<file path="src/rtl/pc_pkg.sv">
// Shared opcode encoding and sizing helpers for the program-counter sequencer.
`default_nettype none

package pc_pkg;

    typedef enum logic [2:0] {
        HOLD   = 3'd0,
        INC    = 3'd1,
        BRANCH = 3'd2,
        JUMP   = 3'd3,
        CALL   = 3'd4,
        RET    = 3'd5
    } pc_op_t;

    localparam int DEFAULT_STACK_DEPTH = 4;

    function automatic int level_width(input int depth);
        return $clog2(depth + 1);
    endfunction

    localparam int DEFAULT_LEVEL_W = level_width(DEFAULT_STACK_DEPTH);

    // Offset is sign-extended from bit (width-1); callers keep only the low width bits.
    function automatic logic [15:0] offset_add(input logic [15:0] base,
                                               input logic [15:0] offset,
                                               input int          width);
        logic [15:0] ext;
        ext = offset;
        for (int i = 0; i < 16; i++) begin
            if (i >= width) ext[i] = offset[width-1];
        end
        return base + ext;
    endfunction

endpackage

`default_nettype wire

</file>
<file path="src/rtl/pc_sequencer_if.sv">
// Control/datapath-facing bundle of the program-counter sequencer.
`default_nettype none

interface pc_sequencer_if
    import pc_pkg::*;
#(
    parameter int ADDR_W  = 8,
    parameter int DATA_W  = 16,
    parameter int LEVEL_W = DEFAULT_LEVEL_W
);
    logic              en;
    logic [2:0]        op;
    logic              cond;
    logic [DATA_W-1:0] C;
    logic              msel;
    logic [ADDR_W-1:0] address;
    logic [ADDR_W-1:0] pc;
    logic [LEVEL_W-1:0] stack_level;
    logic              stack_full;
    logic              stack_empty;
    logic              overflow_err;
    logic              underflow_err;

    modport master (
        output en, op, cond, C, msel,
        input  address, pc, stack_level, stack_full, stack_empty,
               overflow_err, underflow_err
    );

    modport slave (
        input  en, op, cond, C, msel,
        output address, pc, stack_level, stack_full, stack_empty,
               overflow_err, underflow_err
    );
endinterface

`default_nettype wire

</file>
<file path="src/rtl/pc_return_stack.sv">
// Bounded LIFO of return addresses; refuses push when full and pop when empty.
`default_nettype none

module pc_return_stack
    import pc_pkg::*;
#(
    parameter int ADDR_W      = 8,
    parameter int STACK_DEPTH = 4,
    parameter int LEVEL_W     = level_width(STACK_DEPTH)
) (
    input  wire logic               clk,
    input  wire logic               reset,
    input  wire logic               push,
    input  wire logic               pop,
    input  wire logic [ADDR_W-1:0]  push_data,
    output      logic [ADDR_W-1:0]  top_data,
    output      logic [LEVEL_W-1:0] level,
    output      logic               full,
    output      logic               empty,
    output      logic               push_err,
    output      logic               pop_err
);

    logic [ADDR_W-1:0] mem [STACK_DEPTH];
    logic              push_ok;
    logic              pop_ok;

    assign full     = (level == LEVEL_W'(STACK_DEPTH));
    assign empty    = (level == '0);
    assign push_ok  = push && !full;
    assign pop_ok   = pop && !empty;
    assign push_err = push && full;
    assign pop_err  = pop && empty;

    always_ff @(posedge clk or negedge reset) begin
        if (!reset) begin
            level <= '0;
        end else if (push_ok) begin
            level <= level + 1'b1;
        end else if (pop_ok) begin
            level <= level - 1'b1;
        end
    end

    // Entry contents need no reset; only the level defines what is valid.
    always_ff @(posedge clk) begin
        for (int i = 0; i < STACK_DEPTH; i++) begin
            if (push_ok && (level == LEVEL_W'(i))) mem[i] <= push_data;
        end
    end

    always_comb begin
        top_data = '0;
        for (int i = 0; i < STACK_DEPTH; i++) begin
            if (level == LEVEL_W'(i + 1)) top_data = mem[i];
        end
    end

endmodule

`default_nettype wire

</file>
<file path="src/rtl/pc_sequencer.sv">
// Program-counter sequencer: next-PC selection, PC register, sticky stack errors
// and the PC-or-datapath memory address mux.
`default_nettype none

module pc_sequencer
    import pc_pkg::*;
#(
    parameter int              ADDR_W      = 8,
    parameter int              DATA_W      = 16,
    parameter int              STACK_DEPTH = 4,
    parameter logic [ADDR_W-1:0] RESET_PC  = '0
) (
    input  wire logic clk,
    input  wire logic reset,
    pc_sequencer_if.slave bus
);

    localparam int LEVEL_W = level_width(STACK_DEPTH);

    logic [ADDR_W-1:0]  pc_reg;
    logic [ADDR_W-1:0]  next_pc;
    logic [ADDR_W-1:0]  pc_plus1;
    logic [ADDR_W-1:0]  target;
    logic [ADDR_W-1:0]  branch_pc;
    logic [ADDR_W-1:0]  top_data;
    logic [LEVEL_W-1:0] level;
    logic               full;
    logic               empty;
    logic               push;
    logic               pop;
    logic               push_err;
    logic               pop_err;
    logic               overflow_reg;
    logic               underflow_reg;

    assign pc_plus1  = pc_reg + 1'b1;
    assign target    = bus.C[ADDR_W-1:0];
    assign branch_pc = ADDR_W'(offset_add(16'(pc_reg), 16'(target), ADDR_W));

    // push/pop are gated by en, so a held cycle can never touch the stack or flags.
    always_comb begin
        next_pc = pc_reg;
        push    = 1'b0;
        pop     = 1'b0;
        if (bus.en) begin
            case (bus.op)
                INC:     next_pc = pc_plus1;
                BRANCH:  next_pc = bus.cond ? branch_pc : pc_plus1;
                JUMP:    next_pc = target;
                CALL: begin
                    push    = 1'b1;
                    next_pc = full ? pc_plus1 : target;
                end
                RET: begin
                    pop     = 1'b1;
                    next_pc = empty ? pc_plus1 : top_data;
                end
                default: next_pc = pc_reg;
            endcase
        end
    end

    always_ff @(posedge clk or negedge reset) begin
        if (!reset) begin
            pc_reg        <= RESET_PC;
            overflow_reg  <= 1'b0;
            underflow_reg <= 1'b0;
        end else begin
            pc_reg <= next_pc;
            if (push_err) overflow_reg  <= 1'b1;
            if (pop_err)  underflow_reg <= 1'b1;
        end
    end

    pc_return_stack #(
        .ADDR_W      (ADDR_W),
        .STACK_DEPTH (STACK_DEPTH),
        .LEVEL_W     (LEVEL_W)
    ) u_stack (
        .clk       (clk),
        .reset     (reset),
        .push      (push),
        .pop       (pop),
        .push_data (pc_plus1),
        .top_data  (top_data),
        .level     (level),
        .full      (full),
        .empty     (empty),
        .push_err  (push_err),
        .pop_err   (pop_err)
    );

    assign bus.address       = bus.msel ? target : pc_reg;
    assign bus.pc            = pc_reg;
    assign bus.stack_level   = level;
    assign bus.stack_full    = full;
    assign bus.stack_empty   = empty;
    assign bus.overflow_err  = overflow_reg;
    assign bus.underflow_err = underflow_reg;

endmodule

`default_nettype wire

</file>
<file path="src/flat_wrapper.sv">
// flat-port wrapper written by rule: the top's interface ports become plain ports
module pc_sequencer_flat import pc_pkg::*;
#(
    parameter int              ADDR_W      = 8,
    parameter int              DATA_W      = 16,
    parameter int              STACK_DEPTH = 4,
    parameter logic [ADDR_W-1:0] RESET_PC  = '0
)
  (clk, reset, bus_en, bus_op, bus_cond, bus_C, bus_msel, bus_address, bus_pc, bus_stack_level, bus_stack_full, bus_stack_empty, bus_overflow_err, bus_underflow_err);
  pc_sequencer_if #(.ADDR_W(ADDR_W), .DATA_W(DATA_W), .LEVEL_W((3))) bus_i ();
  input  wire logic clk;
  input  wire logic reset;
  input wire logic [$bits(bus_i.en)-1:0] bus_en;
  input wire logic [$bits(bus_i.op)-1:0] bus_op;
  input wire logic [$bits(bus_i.cond)-1:0] bus_cond;
  input wire logic [$bits(bus_i.C)-1:0] bus_C;
  input wire logic [$bits(bus_i.msel)-1:0] bus_msel;
  output wire logic [$bits(bus_i.address)-1:0] bus_address;
  output wire logic [$bits(bus_i.pc)-1:0] bus_pc;
  output wire logic [$bits(bus_i.stack_level)-1:0] bus_stack_level;
  output wire logic [$bits(bus_i.stack_full)-1:0] bus_stack_full;
  output wire logic [$bits(bus_i.stack_empty)-1:0] bus_stack_empty;
  output wire logic [$bits(bus_i.overflow_err)-1:0] bus_overflow_err;
  output wire logic [$bits(bus_i.underflow_err)-1:0] bus_underflow_err;
  assign bus_i.en = bus_en;
  assign bus_i.op = bus_op;
  assign bus_i.cond = bus_cond;
  assign bus_i.C = bus_C;
  assign bus_i.msel = bus_msel;
  assign bus_address = bus_i.address;
  assign bus_pc = bus_i.pc;
  assign bus_stack_level = bus_i.stack_level;
  assign bus_stack_full = bus_i.stack_full;
  assign bus_stack_empty = bus_i.stack_empty;
  assign bus_overflow_err = bus_i.overflow_err;
  assign bus_underflow_err = bus_i.underflow_err;
  pc_sequencer #(.ADDR_W(ADDR_W), .DATA_W(DATA_W), .STACK_DEPTH(STACK_DEPTH), .RESET_PC(RESET_PC)) u_core (.clk(clk), .reset(reset), .bus(bus_i));
endmodule
</file>
<file path="config.mk">
export PLATFORM = sky130hd
export DESIGN_NAME = pc_sequencer_flat
export DESIGN_NICKNAME = d
export VERILOG_FILES = /design/src/rtl/pc_pkg.sv /design/src/rtl/pc_sequencer_if.sv /design/src/rtl/pc_return_stack.sv /design/src/rtl/pc_sequencer.sv /design/src/flat_wrapper.sv
export SDC_FILE = /design/constraint.sdc
export NUM_CORES = 1
export LEC_CHECK = 0
export CAP_MARGIN = 10
export CORE_UTILIZATION = 57
export CTS_CLUSTER_DIAMETER = 80
export DETAILED_ROUTE_END_ITERATION = 8
export DONT_BUFFER_PORTS = 1
export HOLD_SLACK_MARGIN = 0.12
export PLACE_DENSITY = 0.75
export REMOVE_ABC_BUFFERS = 1
export SYNTH_ARGS = -nofsm -noshare
export SYNTH_HDL_FRONTEND = slang
export SYNTH_SLANG_ARGS = --single-unit
</file>
<file path="constraint.sdc">
create_clock -name clk -period 2.15 [get_ports clk]
set_input_delay 0.215 -clock clk [delete_from_list [all_inputs] [get_ports clk]]
set_output_delay 0.215 -clock clk [all_outputs]
set_load 0.01 [all_outputs]
</file>
==> summary.txt, run 1 <==
status -> finished, final reports clean
Post-synth ARST share -> 28.89%
DIE AREA -> 5195 um2
Max-slew headroom -> 50.59%
Reg area -> 1286 um2
Post-Syn Area -> 2799 um2
Synth Area in Simple Gates -> 12.87%
HPWL after detailed placement -> 5334 um
Met3 Wirelength -> 524 um
Pwr Density -> 1237 nW/um2
total chip power -> 4090 uW
met2 wire len -> 3620 um
Post-Synth XOR/XNOR Area -> 4.381%
most common cell in the netlist -> edfxtp_1
complex-gate fraction of the synthesized area -> 22.75%
clock-pin slew on the worst setup and hold paths -> 0.09 ns
post-synthesis mux area share -> 3.844%
fmax -> 477.2 MHz
Cells after Synth -> 277
Multi-input gate area -> 1503 um2
Layout area overhead -> 18.15%
max reg flops -> 32
# port buffers -> 0
leakage -> 0.001243 uW
FILL cells -> 360
num rows -> 25
Post-synth EDFFs -> 32
vias post-DR -> 2,348
Layout Cells excl Fill -> 373
Die H -> 72.08 um
top cell family by delay on the critical path -> compound AO/OA/AOI/OAI gates
DRC viols -> 0
core area -> 4723 um2
fin crit period -> 2.095 ns
Slew @ Worst Pin -> 0.7386 ns
area leader, netlist -> edfxtp_1
# diodes -> 0
M1 WL -> 2879 um
CTS tree -> done
post-synthesis sequential area ratio -> 45.95%
vias per cell -> 6.295
Crit Path Class -> reg -> reg
Yosys Warn Count -> 0
number of global-route vias before repair -> 2,272
unrepaired setup endpoints after global routing -> yes
ys flop type -> edfxtp_1
Crit path buffers/inverters -> 0
Worst-Skew Late Latency -> 0.30 ns
HP Class -> in -> reg
gr ovfl total -> 0
largest family of logic cells by synthesized area -> compound AO/OA/AOI/OAI gates
top post-synthesis cells by area -> edfxtp_1, dfrtp_1, ha_1
worst endpoint required time -> 2.34 ns
post-synthesis adder-cell area fraction -> 6.974%
Pre-Repair DR Iteration Count -> 4
Crit. End Element -> flip-flop
initial antenna violation count -> 0
Initial Utilization -> 59.26%
first-pass GRT wire length -> 11,120 um
Post-Syn Area per Cell -> 10.10 um2
Slew Limit Fails -> 0
final setup skew -> 0.004246 ns
Final #Nets -> 344
crit start category -> flip-flop
Synth top area share -> 34.33%
number of I/O pins -> 47
Arrival @ worst endpoint -> 2.29 ns
Wirelength per Cell -> 19.19 um
Critical Path Slowest Stage Cell -> or4_1
critical-path cell list -> ha_4, a211oi_4, nor4b_2, or4_1, a31oi_2, o2bb2ai_1, a31o_1
clock tree sinks -> 45
Initial DRC Count -> 182
VDD IR max -> 0.6165 mV
pin count of the biggest net entering global routing -> 21
Final setup viols -> 0
maximum level of the CTS H-tree -> 2
number of max-cap violations -> 0
Num CTS Buffers -> 5
top cells by count, synth -> edfxtp_1, nand2_1, a21oi_1, o21ai_0, nor2_1
CTS root buf -> clkbuf_8
share of layout cells above drive strength 1 -> 20.59%
period utilization -> 97.46%
uppermost layer routed -> met4
critical path peak fanout -> 2
Antenna Nets Post-Route -> 0
final hold violation count -> 0
DP Cell Count -> 361
Total GRT Usage -> 28.58%
die width -> 72.08 um
drt total wl -> 7157 um
Longest Clk Path Bufs -> 2
Slowest Stage Delay on Critical Path -> 0.52 ns
gpl congestion -> 0.9096
synth unique cells -> 49
Yosys reg bits -> 45
[where the power goes]
group / internal [uW] / switching (uW) / total [uW]
clock network: 468 / 304 / 772
logic: 869 / 1210 / 2080
registers: 1140 / 104 / 1240
[layer usage]
metal,vias up,track usage [%]
li1,1112,-
met1,1111,34.46
met2,110,50.78
met3,15,5.833
met4,0,9.804
met5,-,0
[cell usage in the layout, fill, tap and decap left out, types with 3 or more instances in the layout]
master | synthesis | routed
nand3_1 | 8 | 8
xnor2_1 | 6 | 5
nand2_1 | 29 | 29
ha_1 | 14 | 9
nor2b_1 | 4 | 4
nor2_1 | 17 | 17
clkbuf_8 | 0 | 5
a31oi_1 | 5 | 4
a32oi_1 | 3 | 3
inv_1 | 9 | 9
o211ai_1 | 3 | 3
a221oi_1 | 7 | 5
xor2_1 | 8 | 8
buf_4 | 0 | 31
and2_1 | 4 | 4
nor3_1 | 5 | 4
edfxtp_1 | 32 | 32
a22o_1 | 6 | 6
o21ai_0 | 18 | 17
a211oi_1 | 5 | 3
dfrtp_1 | 13 | 13
o31ai_1 | 3 | 3
a22oi_1 | 5 | 5
mux2i_1 | 4 | 4
o21bai_1 | 3 | 3
ha_2 | 0 | 4
o22ai_1 | 4 | 4
dlygate4sd3_1 | 0 | 3
mux2_2 | 6 | 6
a21oi_1 | 20 | 20
[final timing paths]
path	end	depth (start not counted)	slack [ns]	startpoint
hold reg to reg	u_core.bus.underflow_err	1	0.56	u_core.bus.underflow_err
setup / recovery	u_core.bus.pc[7]	7	0.05	u_core.bus.pc[1]
hold / removal	u_core.u_stack.level[1]	4	0.19	bus_en
max in group asynchronous	u_core.bus.pc[0]	1	1.27	reset
min in group asynchronous	u_core.bus.pc[3]	1	0.42	reset
setup reg to reg	u_core.bus.pc[7]	7	0.05	u_core.bus.pc[1]
[worst min-delay path, cell delays in order]
cell and delay [ns]:
nand3_1 0.05, nor2_1 0.09, a21oi_1 0.04, o21ai_0 0.06
[through the flow]
step	worst slack (ns)	cell area, um2	hold slack (ns)	utilization [%]	setup TNS [ns]
5_1_grt	-0.04550	3307	0.2226	70.01	-0.07073
3_5_place_dp	-0.02768	3052	-0.08034	64.61	-0.02768
4_1_cts	0.0001976	3253	0.1816	68.87	0
2_1_floorplan	-0.04814	2743	-0.08059	-	-0.06734
6_report	0.05458	3307	0.1927	70.01	0
3_3_place_gp	-0.01087	3052	-0.08037	64.61	-0.01087
[layout make-up]
cell class | count | share of cell area (%)
flip-flops and latches | 45 | 38.90
repair buffers | 34 | 7.946
clock inverters | 3 | 2.081
inverters | 9 | 1.022
clock buffers | 5 | 2.081
multi-input cells | 210 | 45.44
well taps | 67 | 2.535
[what timing repair did]
action / in CTS / in global routing
endpoints found under the setup margin: 2 / 5
pin swaps: 3 / 1
hold buffers: 3 / 0
setup buffers: 1 / 0
gates cloned: 0 / 0
hold endpoints to repair: 15 / 0
gates resized for setup: 5 / 11
[logic make-up after synthesis]
family                   count (synthesis)
XOR/XNOR                                14
AND/OR/NAND/NOR                         77
flip-flops                              45
multiplexers                            10
buffers and inverters                   22
adder cells (fa/ha/maj)                 15
AO/OA/AOI/OAI                           94
Power figures use the tool's default switching activity.
==> run 2, diff against run 1 <==
--- a/config.mk
+++ b/config.mk
@@ -5,7 +5,7 @@
 export SDC_FILE = /design/constraint.sdc
 export NUM_CORES = 1
 export LEC_CHECK = 0
-export CAP_MARGIN = 10
+export CAP_MARGIN = 20
 export CORE_UTILIZATION = 57
 export CTS_CLUSTER_DIAMETER = 80
 export DETAILED_ROUTE_END_ITERATION = 8
==> results of run 2 <==
Final layout, timing and power as in run 1 (identical DEF).
